--- src/rtl/param_combo_lock.sv ---
// Parameterised combination lock: BCD digit entry, reprogrammable code,
// failure counting with timed lockout, and seven-segment status display.
module param_combo_lock #(
    parameter int          CODE_LEN       = 6,
    parameter logic [23:0] DEFAULT_CODE   = 24'h320474,
    parameter int          MAX_FAILS      = 3,
    parameter int          LOCKOUT_CYCLES = 16
) (
    input  logic                           clk,
    input  logic                           rst_n,
    input  logic [3:0]                     digit,
    input  logic                           digit_valid,
    input  logic                           prog,
    output logic [6:0]                     HEX0,
    output logic [6:0]                     HEX1,
    output logic [6:0]                     HEX2,
    output logic [6:0]                     HEX3,
    output logic [6:0]                     HEX4,
    output logic [6:0]                     HEX5,
    output logic                           is_open,
    output logic                           locked_out,
    output logic [$clog2(MAX_FAILS+1)-1:0] fail_cnt
);
    localparam int IDX_W  = (CODE_LEN > 1) ? $clog2(CODE_LEN) : 1;
    localparam int FAIL_W = $clog2(MAX_FAILS + 1);
    localparam int TMR_W  = (LOCKOUT_CYCLES > 1) ? $clog2(LOCKOUT_CYCLES) : 1;

    localparam logic [IDX_W-1:0]  LAST_IDX   = IDX_W'(CODE_LEN - 1);
    localparam logic [FAIL_W-1:0] FAIL_LIMIT = FAIL_W'(MAX_FAILS);
    localparam logic [TMR_W-1:0]  TMR_LAST   = TMR_W'(LOCKOUT_CYCLES - 1);
    localparam logic [6:0]        BLANK      = 7'b1111111;

    typedef enum logic [2:0] {
        ST_ENTRY,
        ST_OPEN,
        ST_CLOSED,
        ST_PROG,
        ST_LOCKOUT
    } state_e;

    state_e              state_q, state_d;
    logic [IDX_W-1:0]    idx_q, idx_d;
    logic                mismatch_q, mismatch_d;
    logic [FAIL_W-1:0]   fail_q, fail_d;
    logic [TMR_W-1:0]    tmr_q, tmr_d;
    logic [3:0]          code_q [CODE_LEN];
    logic [3:0]          code_d [CODE_LEN];

    logic       digit_ok;
    logic [3:0] cur_nib;

    assign digit_ok = digit_valid && (digit <= 4'd9);
    assign cur_nib  = code_q[idx_q];

    function automatic logic [6:0] seg7(input logic [3:0] d);
        case (d)
            4'd0:    seg7 = 7'b1000000;
            4'd1:    seg7 = 7'b1111001;
            4'd2:    seg7 = 7'b0100100;
            4'd3:    seg7 = 7'b0110000;
            4'd4:    seg7 = 7'b0011001;
            4'd5:    seg7 = 7'b0010010;
            4'd6:    seg7 = 7'b0000010;
            4'd7:    seg7 = 7'b1111000;
            4'd8:    seg7 = 7'b0000000;
            4'd9:    seg7 = 7'b0011000;
            default: seg7 = BLANK;
        endcase
    endfunction

    always_ff @(posedge clk) begin
        if (!rst_n) begin
            state_q    <= ST_ENTRY;
            idx_q      <= '0;
            mismatch_q <= 1'b0;
            fail_q     <= '0;
            tmr_q      <= '0;
            // First digit entered sits in the most significant used nibble.
            for (int i = 0; i < CODE_LEN; i++) begin
                code_q[i] <= DEFAULT_CODE[4*(CODE_LEN-1-i) +: 4];
            end
        end else begin
            state_q    <= state_d;
            idx_q      <= idx_d;
            mismatch_q <= mismatch_d;
            fail_q     <= fail_d;
            tmr_q      <= tmr_d;
            code_q     <= code_d;
        end
    end

    always_comb begin
        state_d    = state_q;
        idx_d      = idx_q;
        mismatch_d = mismatch_q;
        fail_d     = fail_q;
        tmr_d      = tmr_q;
        code_d     = code_q;
        case (state_q)
            ST_ENTRY: begin
                if (digit_ok) begin
                    if (idx_q == LAST_IDX) begin
                        idx_d      = '0;
                        mismatch_d = 1'b0;
                        if (!mismatch_q && (digit == cur_nib)) begin
                            state_d = ST_OPEN;
                            fail_d  = '0;
                        end else begin
                            fail_d = fail_q + 1'b1;
                            if (fail_d == FAIL_LIMIT) begin
                                state_d = ST_LOCKOUT;
                                tmr_d   = '0;
                            end else begin
                                state_d = ST_CLOSED;
                            end
                        end
                    end else begin
                        idx_d      = idx_q + 1'b1;
                        mismatch_d = mismatch_q | (digit != cur_nib);
                    end
                end
            end
            ST_CLOSED: begin
                // The waking digit is swallowed, not treated as the first code digit.
                if (digit_valid) begin
                    state_d = ST_ENTRY;
                end
            end
            ST_OPEN: begin
                if (prog) begin
                    state_d = ST_PROG;
                    idx_d   = '0;
                end
            end
            ST_PROG: begin
                if (digit_ok) begin
                    code_d[idx_q] = digit;
                    if (idx_q == LAST_IDX) begin
                        state_d = ST_ENTRY;
                        idx_d   = '0;
                    end else begin
                        idx_d = idx_q + 1'b1;
                    end
                end
            end
            ST_LOCKOUT: begin
                if (tmr_q == TMR_LAST) begin
                    state_d = ST_ENTRY;
                    fail_d  = '0;
                    tmr_d   = '0;
                end else begin
                    tmr_d = tmr_q + 1'b1;
                end
            end
            default: state_d = ST_ENTRY;
        endcase
    end

    always_comb begin
        HEX0 = BLANK;
        HEX1 = BLANK;
        HEX2 = BLANK;
        HEX3 = BLANK;
        HEX4 = BLANK;
        HEX5 = BLANK;
        case (state_q)
            ST_ENTRY, ST_PROG: begin
                if (digit <= 4'd9) begin
                    HEX0 = seg7(digit);
                end else begin
                    HEX4 = 7'b0000110;
                    HEX3 = 7'b0101111;
                    HEX2 = 7'b0101111;
                    HEX1 = 7'b0100011;
                    HEX0 = 7'b0101111;
                end
                if (state_q == ST_PROG) begin
                    HEX5 = 7'b0001100;
                end
            end
            ST_OPEN: begin
                HEX3 = 7'b1000000;
                HEX2 = 7'b0001100;
                HEX1 = 7'b0000110;
                HEX0 = 7'b1001000;
            end
            ST_CLOSED: begin
                HEX5 = 7'b1000110;
                HEX4 = 7'b1000111;
                HEX3 = 7'b1000000;
                HEX2 = 7'b0010010;
                HEX1 = 7'b0000110;
                HEX0 = 7'b0100001;
            end
            ST_LOCKOUT: begin
                HEX5 = 7'b1000111;
                HEX4 = 7'b1000000;
                HEX3 = 7'b1000110;
            end
            default: ;
        endcase
    end

    assign is_open    = (state_q == ST_OPEN);
    assign locked_out = (state_q == ST_LOCKOUT);
    assign fail_cnt   = fail_q;

endmodule

--- config.mk ---
export PLATFORM = sky130hd
export DESIGN_NAME = param_combo_lock
export DESIGN_NICKNAME = d
export VERILOG_FILES = /design/src/rtl/param_combo_lock.sv
export SDC_FILE = /design/constraint.sdc
export NUM_CORES = 1
export LEC_CHECK = 0
export BUFFER_PORTS_ARGS = -buffer_cell sky130_fd_sc_hd__buf_2
export CAP_MARGIN = 20
export CORE_ASPECT_RATIO = 1.5
export CORE_MARGIN = 2
export CORE_UTILIZATION = 50
export DETAILED_ROUTE_END_ITERATION = 10
export PLACE_DENSITY = 0.79
export SLEW_MARGIN = 0
export SYNTH_ARGS = -nofsm -noshare
export SYNTH_HDL_FRONTEND = slang
export SYNTH_SLANG_ARGS = --single-unit
--- constraint.sdc ---
create_clock -name clk -period 2.9 [get_ports clk]
set_input_delay 0.58 -clock clk [delete_from_list [all_inputs] [get_ports clk]]
set_output_delay 0.58 -clock clk [all_outputs]
set_load 0.03 [all_outputs]
==> results of run 1 <==
==> layout by cell type (no fill, tap or decap), types with 2 or more instances in the layout <==
cell type and count:
a21boi_0 3, a21o_1 7, a21oi_1 8, a31oi_1 3, a41oi_1 2, buf_2 50
buf_4 16, clkbuf_8 5, conb_1 2, dfxtp_1 37, ha_1 5, inv_1 11
maj3_1 2, mux2_2 5, mux2i_1 22, mux4_2 2, nand2_1 30, nand2b_1 2
nand3_1 13, nand3b_1 4, nand4_1 3, nor2_1 10, nor2b_1 20, nor3_1 4
nor3_2 2, nor4_1 2, o211ai_1 5, o21ai_0 10, o21ai_1 7, o21bai_1 2
or2_2 4, or3_1 4, xnor2_1 4, xor2_1 2
==> layer usage <==
metal  up-vias  global-route usage  wire, um
met4         0             0.08865       156
li1       1100                   -         -
met2        57              0.4132      3504
met1      1071              0.2709      2357
met3        15             0.05731       251
met5         -                   0         0
==> synthesized netlist by cell type, types with 5 or more instances <==
| master | number |
|---|---|
| nand2_1 | 30 |
| clkbuf_1 | 11 |
| o21ai_1 | 6 |
| dfxtp_1 | 37 |
| inv_1 | 12 |
| mux2i_1 | 22 |
| a21oi_1 | 9 |
| nand3_1 | 13 |
| a21o_1 | 7 |
| nor2_1 | 10 |
| o21ai_0 | 12 |
| buf_2 | 8 |
| nor2b_1 | 20 |
| buf_4 | 17 |
| o211ai_1 | 5 |
| ha_1 | 7 |
| mux2_2 | 5 |
==> final timing paths <==
path	startpoint	to	slack (ps)
worst max-delay path	digit[0]	HEX0[5]	70
worst min-delay path	code_q[16]	code_q[16]	470
worst max register to register	idx_q[2]	mismatch_q	440
worst min register to register	code_q[16]	code_q[16]	470
==> critical path, delay by kind of cell <==
kind | cells | cell delay, ps
simple gates | 1 | 280
fa+ha+maj | 2 | 560
buf+inv | 3 | 410
compound gates | 3 | 410
==> sequential cells by signal (all words and copies together) (netlist names) <==
name	count
code_q	24
fail_cnt	2
idx_q	3
mismatch_q	1
state_q	3
tmr_q	4
==> stage by stage <==
| stage | instance area [um^2] | power (W) | util |
|---|---|---|---|
| finish | 2872 | 0.002192 | 0.5970 |
| global route | 2872 | 0.002301 | 0.5970 |
| CTS | 2839 | 0.002190 | 0.5903 |
| detailed placement | 2728 | 0.001740 | 0.5671 |
| global placement | 2728 | 0.001729 | 0.5671 |
| floorplan | 2509 | 0.001555 | - |
==> layout make-up <==
class	count	area share
Clock buffer	6	0.02527
Clock inverter	2	0.01351
Inverter	13	0.01699
Multi-Input combinational cell	212	0.5259
Sequential cell	37	0.2580
Tap cell	66	0.02876
Timing Repair Buffer	67	0.1316
==> report_power, final <==
group / switching, W / internal [W]
combinational: 0.000828 / 0.000341
clock: 0.000190 / 0.000258
sequential: 0.0000437 / 0.000531
total: 0.00106 / 0.00113
==> cell families after synthesis <==
family | count (synthesis) | share of synthesized area
fa+ha+maj | 9 | 0.04296
buf+inv | 51 | 0.1119
flops | 37 | 0.2957
xor+xnor | 6 | 0.02098
simple gates | 105 | 0.2308
mux | 30 | 0.1344
compound gates | 60 | 0.1618
other cells | 1 | 0.001497
==> repair_timing <==
item	in CTS	in global routing
resized for setup	1	8
setup endpoints to repair	2	15
hold buffers	0	0
pin swaps	0	1
setup buffers	0	1
==> key figures, run 1 <==
Status
  – Status: finished, final reports clean

CTS
  – CTS buffer count: 5
  – Clk slew on worst S/H paths: 80 ps
  – CTS tree: done
  – H-tree depth: 2
  – Worst-Skew Late Latency: 290 ps
  – Root cell of the clock tree: clkbuf_8
  – Max Root-Sink Buffers: 2
  – Sink Count: 37

Synthesis
  – Top-area cell type share of the netlist area: 0.2957
  – Sequential fraction of the synthesis area: 0.2957
  – Seq cells post-synth: 37
  – Yosys warnings: 0
  – Synth Flop Type: dfxtp_1
  – Synth cell types: 55
  – Avg Inst Size Synth: 8.378 um^2
  – Synth async-reset ratio: 0
  – Synth area leader: dfxtp_1
  – Cell area after synthesis: 2505 um^2
  – Number of synthesized flops with an enable pin: 0
  – Post-synthesis cell count: 299
  – Area contributors post-synth: dfxtp_1 (30%), mux2i_1 (8.8%), buf_4 (5.1%)

STA
  – RSZ-0062 raised after global routing: yes
  – Slew margin rel.: 0.5385
  – Setup ws final: 72.95 ps
  – Worst hold slack: 472.4 ps
  – Slew Viols, Final: 0
  – Count of endpoints failing setup in the final report: 0
  – Worst-Margin Slew: 692.2 ps
  – Final hold viol count: 0
  – Final Skew: 8.034 ps
  – Sum Neg Setup Slack: 0 ps
  – Final cycle utilization of the critical path: 0.9748
  – Tmin final: 2827 ps
  – Max frequency: 353.7 MHz

Place
  – GPL Wtd Cong: 0.8325
  – DP Worst Slack: -17.14 ps
  – Post-DP HPWL: 4532 um
  – Placed insts: 394
  – PortBufs: 51

Finish
  – Layout area overhead: 14.64%
  – Register area: 740.7 um^2
  – Area of the multi-input gates: 1510 um^2
  – Fin cells: 403
  – Filler instances: 437
  – Layout net count: 351
  – Inserted Diodes: 0
  – Share of layout cells above drive strength 1: 0.2938

Setup path
  – Worst EP required: 2320 ps
  – Crit path DAT: 2250 ps
  – R2R cell count: 6
  – CP max-delay cell: maj3_1
  – CP endpoint kind: output port
  – Crit path cell chain: clkbuf_4 -> inv_1 -> ha_2 -> o21bai_1 -> o21ai_2 -> o21ai_0 -> maj3_1 -> or2_2 -> buf_2
  – Worst Setup Start Kind: input pin
  – Worst-path maximum fanout: 4
  – Critical Path Max Stage Delay: 360 ps
  – Crit Path Class: input pin to output port

Global routing
  – Initial antenna violation count: 0
  – Vias in the first global route: 2214
  – Gr usage total: 0.2393
  – Total gr overflow: 0
  – Wire length of the first global-routing pass: 10360 um
  – Largest net degree at the start of global routing: 45

Drt
  – Remaining DRCs: 0
  – Total routed wirelength: 6269 um
  – Initial DRC Count: 94
  – Vias/cell: 5.566
  – Routed via count: 2243
  – Routed WL per cell: 15.56 um
  – DRT antenna net count: 0
  – Pre-antenna DRT Iters: 5

Pwr
  – Static Leak: 1.257 nW
  – PwrDens: 763.3 nW/um^2
  – Worst VDD drop: 1015 uV

Floorplanning
  – Initial Utilization: 0.5208
  – Die Height: 90.69 um
  – Rows: 31
  – Top Ports: 54
  – Die Wd: 61.79 um
  – Core box area: 4810 um^2
  – Die ar.: 5603 um^2

Worst hold path
  – WHS Path Cells: 2
  – Hold crit path type: flop to flop

Job
  – Max_cap viols: 0
Note: power is estimated with default switching activity, not from simulation.
==> run 2, diff against run 1 <==
==> constraint.sdc (replaced) <==
create_clock -name clk -period 3 [get_ports clk]
set_input_delay 0.15 -clock clk [delete_from_list [all_inputs] [get_ports clk]]
set_output_delay 0.15 -clock clk [all_outputs]
set_load 0.03 [all_outputs]
==> key figures, run 2 (synthesis results as in run 1) <==
Setup path
  – Reg-to-reg endpoint: state_q[1]
  – R2R cell count: 6
  – Crit Path Class: flop to output port
  – Crit path cell chain: or2_1 -> a21o_1 -> a21oi_1 -> a21o_1 -> nand2b_1 -> buf_2
  – Critical Path Most Common Cell: a21o_1
  – CP max-delay cell: a21oi_1
  – Crit path DAT: 2350 ps
  – Worst r2r src: idx_q[2]
  – Worst EP required: 2850 ps
  – Crit path max-delay family: compound AO/OA/AOI/OAI gates
  – Critical Path Max Stage Delay: 470 ps
  – CP Buf/Inv Count: 1
  – Worst-path maximum fanout: 11
  – Worst Setup Start Kind: flop
  – Reg2Reg Setup Slack: 630 ps
  – CP endpoint kind: output port

Floorplanning
  – Die Wd: 61.79 um
  – Core box area: 4810 um^2
  – Initial Utilization: 0.5208
  – Die ar.: 5603 um^2
  – Rows: 31
  – Die Height: 90.69 um
  – Top Ports: 54

STA
  – Tmin final: 2498 ps
  – Final hold viol count: 0
  – Max frequency: 400.2 MHz
  – Final cycle utilization of the critical path: 0.8328
  – Worst-Margin Slew: 679.6 ps
  – Slew margin rel.: 0.5469
  – Count of endpoints failing setup in the final report: 0
  – RSZ-0062 raised after global routing: no
  – Final Skew: 9.865 ps
  – Sum Neg Setup Slack: 0 ps
  – Slew Viols, Final: 0

CTS
  – H-tree depth: 2
  – CTS buffer count: 5
  – Worst-Skew Late Latency: 290 ps
  – Max Root-Sink Buffers: 2
  – Root cell of the clock tree: clkbuf_8
  – Clk slew on worst S/H paths: 80 ps
  – Post CTS Setup Buffer Count: 0
  – CTS tree: done
  – Sink Count: 37
  – Cts repair resizes: 0
  – CTS Hold Buffers Added: 0

Finish
  – Number of flip-flops under the largest register name: 24
  – Filler instances: 469
  – Largest Register: code_q
  – Most common cell after layout, fill and taps aside: buf_2
  – Layout area overhead: 8.591%
  – Largest registers: code_q x24, tmr_q x4
  – Most frequent cells in the layout: buf_2 (51), dfxtp_1 (37), nand2_1 (30)
  – Share of layout cells above drive strength 1: 0.2500
  – Inserted Diodes: 0
  – Layout net count: 338
  – Fin cells: 390

Worst hold path
  – Worst hold start: digit[0]
  – Hold crit path type: input pin to flop
  – WHS Path Cells: 3
  – WHS Endpoint: code_q[16]

Pwr
  – Combinational power share: 0.553
  – Clk network pwr share: 0.170
  – PwrDens: 731.0 nW/um^2
  – Worst VDD drop: 974.2 uV
  – Seq pwr share: 0.277
  – Psw: 0.001001 W
  – Static Leak: 1.183 nW
  – P_int: 0.0009872 W
  – Sw frac: 0.5035

Global routing
  – Vias in the first global route: 2070
  – Initial antenna violation count: 0
  – Largest net degree at the start of global routing: 45
  – Gr usage total: 0.2231
  – Wire length of the first global-routing pass: 9763 um
  – Total gr overflow: 0

Job
  – Max_cap viols: 0

Drt
  – Routed WL per cell: 14.81 um
  – Total routed wirelength: 5774 um
  – Remaining DRCs: 0
  – DRT antenna net count: 0
  – Vias/cell: 5.510
  – Routed via count: 2149
  – Initial DRC Count: 93
  – Pre-antenna DRT Iters: 5

Place
  – Placed insts: 382
  – Post-DP HPWL: 4246 um
  – GPL Wtd Cong: 0.8339
  – PortBufs: 51

Status
  – Status: finished, final reports clean
[run 2: layer usage]
layer,GRT usage,share of wire,up-vias,wire length [um]
met1,0.2651,0.41,1018,2345
met3,0.05158,0.037,10,211
met5,0,0,-,0
li1,-,-,1072,-
met2,0.3667,0.54,49,3118
met4,0.09752,0.017,0,99
[run 2: cell type report]
cell class | count | area, um^2 | share of cell area
inverter | 13 | 48.80 | 0.01794
clock inverter | 2 | 10.01 | 0.003680
clock buffer | 6 | 72.57 | 0.02668
tap | 66 | 82.58 | 0.03036
multi-input combinational | 212 | 1488 | 0.5469
timing repair buffer | 54 | 277.8 | 0.1021
sequential | 37 | 740.7 | 0.2723
[run 2: per-stage QoR]
stage	setup WS [ps]	hold slack (ps)	power [W]	utilization	instance area, um^2
after floorplan	738.4	278.1	0.001503	-	2509
after global placement	719.1	452.7	0.001655	0.5484	2638
after detailed placement	670.8	459.7	0.001663	0.5484	2638
after CTS	515.4	217.0	0.001998	0.5656	2720
after global routing	322.1	246.8	0.002088	0.5656	2720
final	501.5	221.5	0.001988	0.5656	2720
[run 2: worst max path at each step]
stage | startpoint | endpoint | slack (ps) | depth (start not counted)
floorplan | state_q[1] | HEX3[3] | 740 | 6
global placement | digit[1] | HEX0[0] | 720 | 9
detailed placement | digit[1] | code_q[20] | 670 | 9
CTS | state_q[1] | HEX4[0] | 520 | 6
global route | state_q[1] | HEX4[0] | 320 | 6
finish | state_q[1] | HEX4[0] | 500 | 6
[run 2: power groups by stage]
stage	clock, W	sequential, W	combinational (W)
global route	0.000360	0.000555	0.00117
global placement	0	0.000561	0.00109
CTS	0.000344	0.000551	0.00110
finish	0.000338	0.000551	0.00110
detailed placement	0	0.000562	0.00110
floorplan	0	0.000551	0.000952
[run 2: tightest hold or removal path, delay by kind of cell]
family | cells | cell delay [ps]
buffers and inverters | 1 | 160
AND/OR/NAND/NOR | 1 | 80
AO/OA/AOI/OAI | 1 | 70
==> run 3, diff against run 2 <==
clock period = 2.3 ns   (was 3 ns; I/O delays follow)
==> key figures, run 3 (synthesis results as in run 1) <==
CTS
  – H-tree depth: 2
  – Clk slew on worst S/H paths: 70 ps
  – Max Root-Sink Buffers: 2
  – Post CTS Setup Buffer Count: 0
  – CTS tree: done
  – Sink Count: 37
  – Worst-Skew Late Latency: 290 ps
  – CTS buffer count: 5
  – Root cell of the clock tree: clkbuf_8

Finish
  – Most common cell after layout, fill and taps aside: buf_2
  – Filler instances: 473
  – Register area: 742.0 um^2
  – Fin cells: 404
  – Layout net count: 352
  – Largest Register: code_q
  – Design area: 2860 um^2
  – Most frequent cells in the layout: buf_2 (51), dfxtp_1 (36), nand2_1 (30)
  – Share of layout cells above drive strength 1: 0.2840
  – Largest registers: code_q x24, tmr_q x4
  – Layout area overhead: 14.19%
  – Number of flip-flops under the largest register name: 24
  – Inserted Diodes: 0
  – Area of the multi-input gates: 1488 um^2

Place
  – PortBufs: 51
  – Dpl cell area: 2743 um^2
  – Post-DP HPWL: 4428 um
  – Placed insts: 396
  – GPL Wtd Cong: 0.8591

Drt
  – Routed via count: 2166
  – Initial DRC Count: 68
  – DRT antenna net count: 0
  – Top layer in use: met4
  – Total routed wirelength: 5900 um
  – Vias/cell: 5.361
  – Remaining DRCs: 0
  – Routed WL per cell: 14.60 um
  – Pre-antenna DRT Iters: 4
  – Routed wl met3: 181 um
  – Metal1 wirelength: 2421 um
  – Met2 Routed Length: 3155 um

Floorplanning
  – Core box area: 4810 um^2
  – Die Wd: 61.79 um
  – Top Ports: 54
  – Die Height: 90.69 um
  – Die ar.: 5603 um^2
  – Rows: 31
  – Initial Utilization: 0.5208

STA
  – RSZ-0062 raised after global routing: no
  – Final Skew: 7.914 ps
  – Worst hold slack: 203.4 ps
  – Tmin final: 2117 ps
  – Final hold viol count: 0
  – Worst-Margin Slew: 660.5 ps
  – Slew margin rel.: 0.5597
  – Slew Viols, Final: 0
  – Max frequency: 472.4 MHz
  – Count of endpoints failing setup in the final report: 0
  – Sum Neg Setup Slack: 0 ps
  – Final cycle utilization of the critical path: 0.9204

Setup path
  – Critical Path Start: idx_q[2]
  – Worst-path maximum fanout: 8
  – Worst EP required: 2480 ps
  – CP Buf/Inv Count: 0
  – Worst Setup Start Kind: flop
  – CP endpoint kind: flop
  – Stages on the worst setup path: 6
  – Reg-to-reg endpoint: fail_cnt[0]
  – Crit path cell chain: mux2_2 -> a222oi_1 -> xnor2_1 -> nor2_4 -> and4b_1 -> o21ai_1
  – Crit path DAT: 2290 ps
  – Worst r2r src: idx_q[2]
  – CP max-delay cell: dfxtp_1
  – Crit path max-delay family: flip-flops
  – Critical Path Max Stage Delay: 560 ps
  – Crit Path Class: flop to flop
  – Reg2Reg Setup Slack: 180 ps
  – R2R cell count: 6

Pwr
  – Total Power: 0.002795 W
  – PwrDens: 977.1 nW/um^2
  – Worst VDD drop: 1110 uV
  – Static Leak: 1.266 nW

Global routing
  – Wire length of the first global-routing pass: 9749 um
  – Initial antenna violation count: 0
  – Gr usage total: 0.2261
  – Largest net degree at the start of global routing: 45
  – Vias in the first global route: 2075
  – Total gr overflow: 0

Worst hold path
  – Worst hold start: digit[1]
  – WHS Path Cells: 3
  – WHS Endpoint: code_q[17]
  – Hold crit path type: input pin to flop

Job
  – Max_cap viols: 0

Status
  – Status: finished, final reports clean
[run 3: per-stage QoR]
stage	setup slack, ps	utilization
finish	183.1	0.5947
global route	55.71	0.5947
CTS	77.15	0.5944
detailed placement	92.72	0.5702
global placement	111.2	0.5702
floorplan	73.41	-
[run 3: worst max-delay path by stage]
stage | to | slack [ps]
floorplan | HEX3[3] | 70
global placement | mismatch_q | 110
detailed placement | state_q[2] | 90
CTS | state_q[2] | 80
global route | mismatch_q | 60
finish | fail_cnt[0] | 180
[run 3: routing by layer]
| metal | vias up | GRT usage |
|---|---|---|
| li1 | 1103 | - |
| met1 | 997 | 0.2764 |
| met2 | 49 | 0.3746 |
| met3 | 17 | 0.04871 |
| met4 | 0 | 0.08156 |
| met5 | - | 0 |
[run 3: tightest hold or removal path, delay by kind of cell]
kind | cells | cell delay, ps
compound gates | 1 | 170
buf+inv | 2 | 170
[run 3: layout make-up]
type / count / share of cell area
clock buffer: 7 / 0.03018
clock inverter: 1 / 0.01050
inverter: 13 / 0.01706
multi-input combinational: 212 / 0.5201
sequential: 37 / 0.2594
tap: 66 / 0.02887
timing repair buffer: 68 / 0.1339
[run 3: where the power goes]
part | total [W] | internal [W] | switching [W]
sequential | 0.000704 | 0.000670 | 0.0000338
combinational | 0.00151 | 0.000451 | 0.00106
clock | 0.000584 | 0.000353 | 0.000231
total | 0.00279 | 0.00147 | 0.00132
[run 3: timing repair]
action	CTS	global route
gates resized for setup	0	2
setup endpoints to repair	0	12
hold buffers	0	0
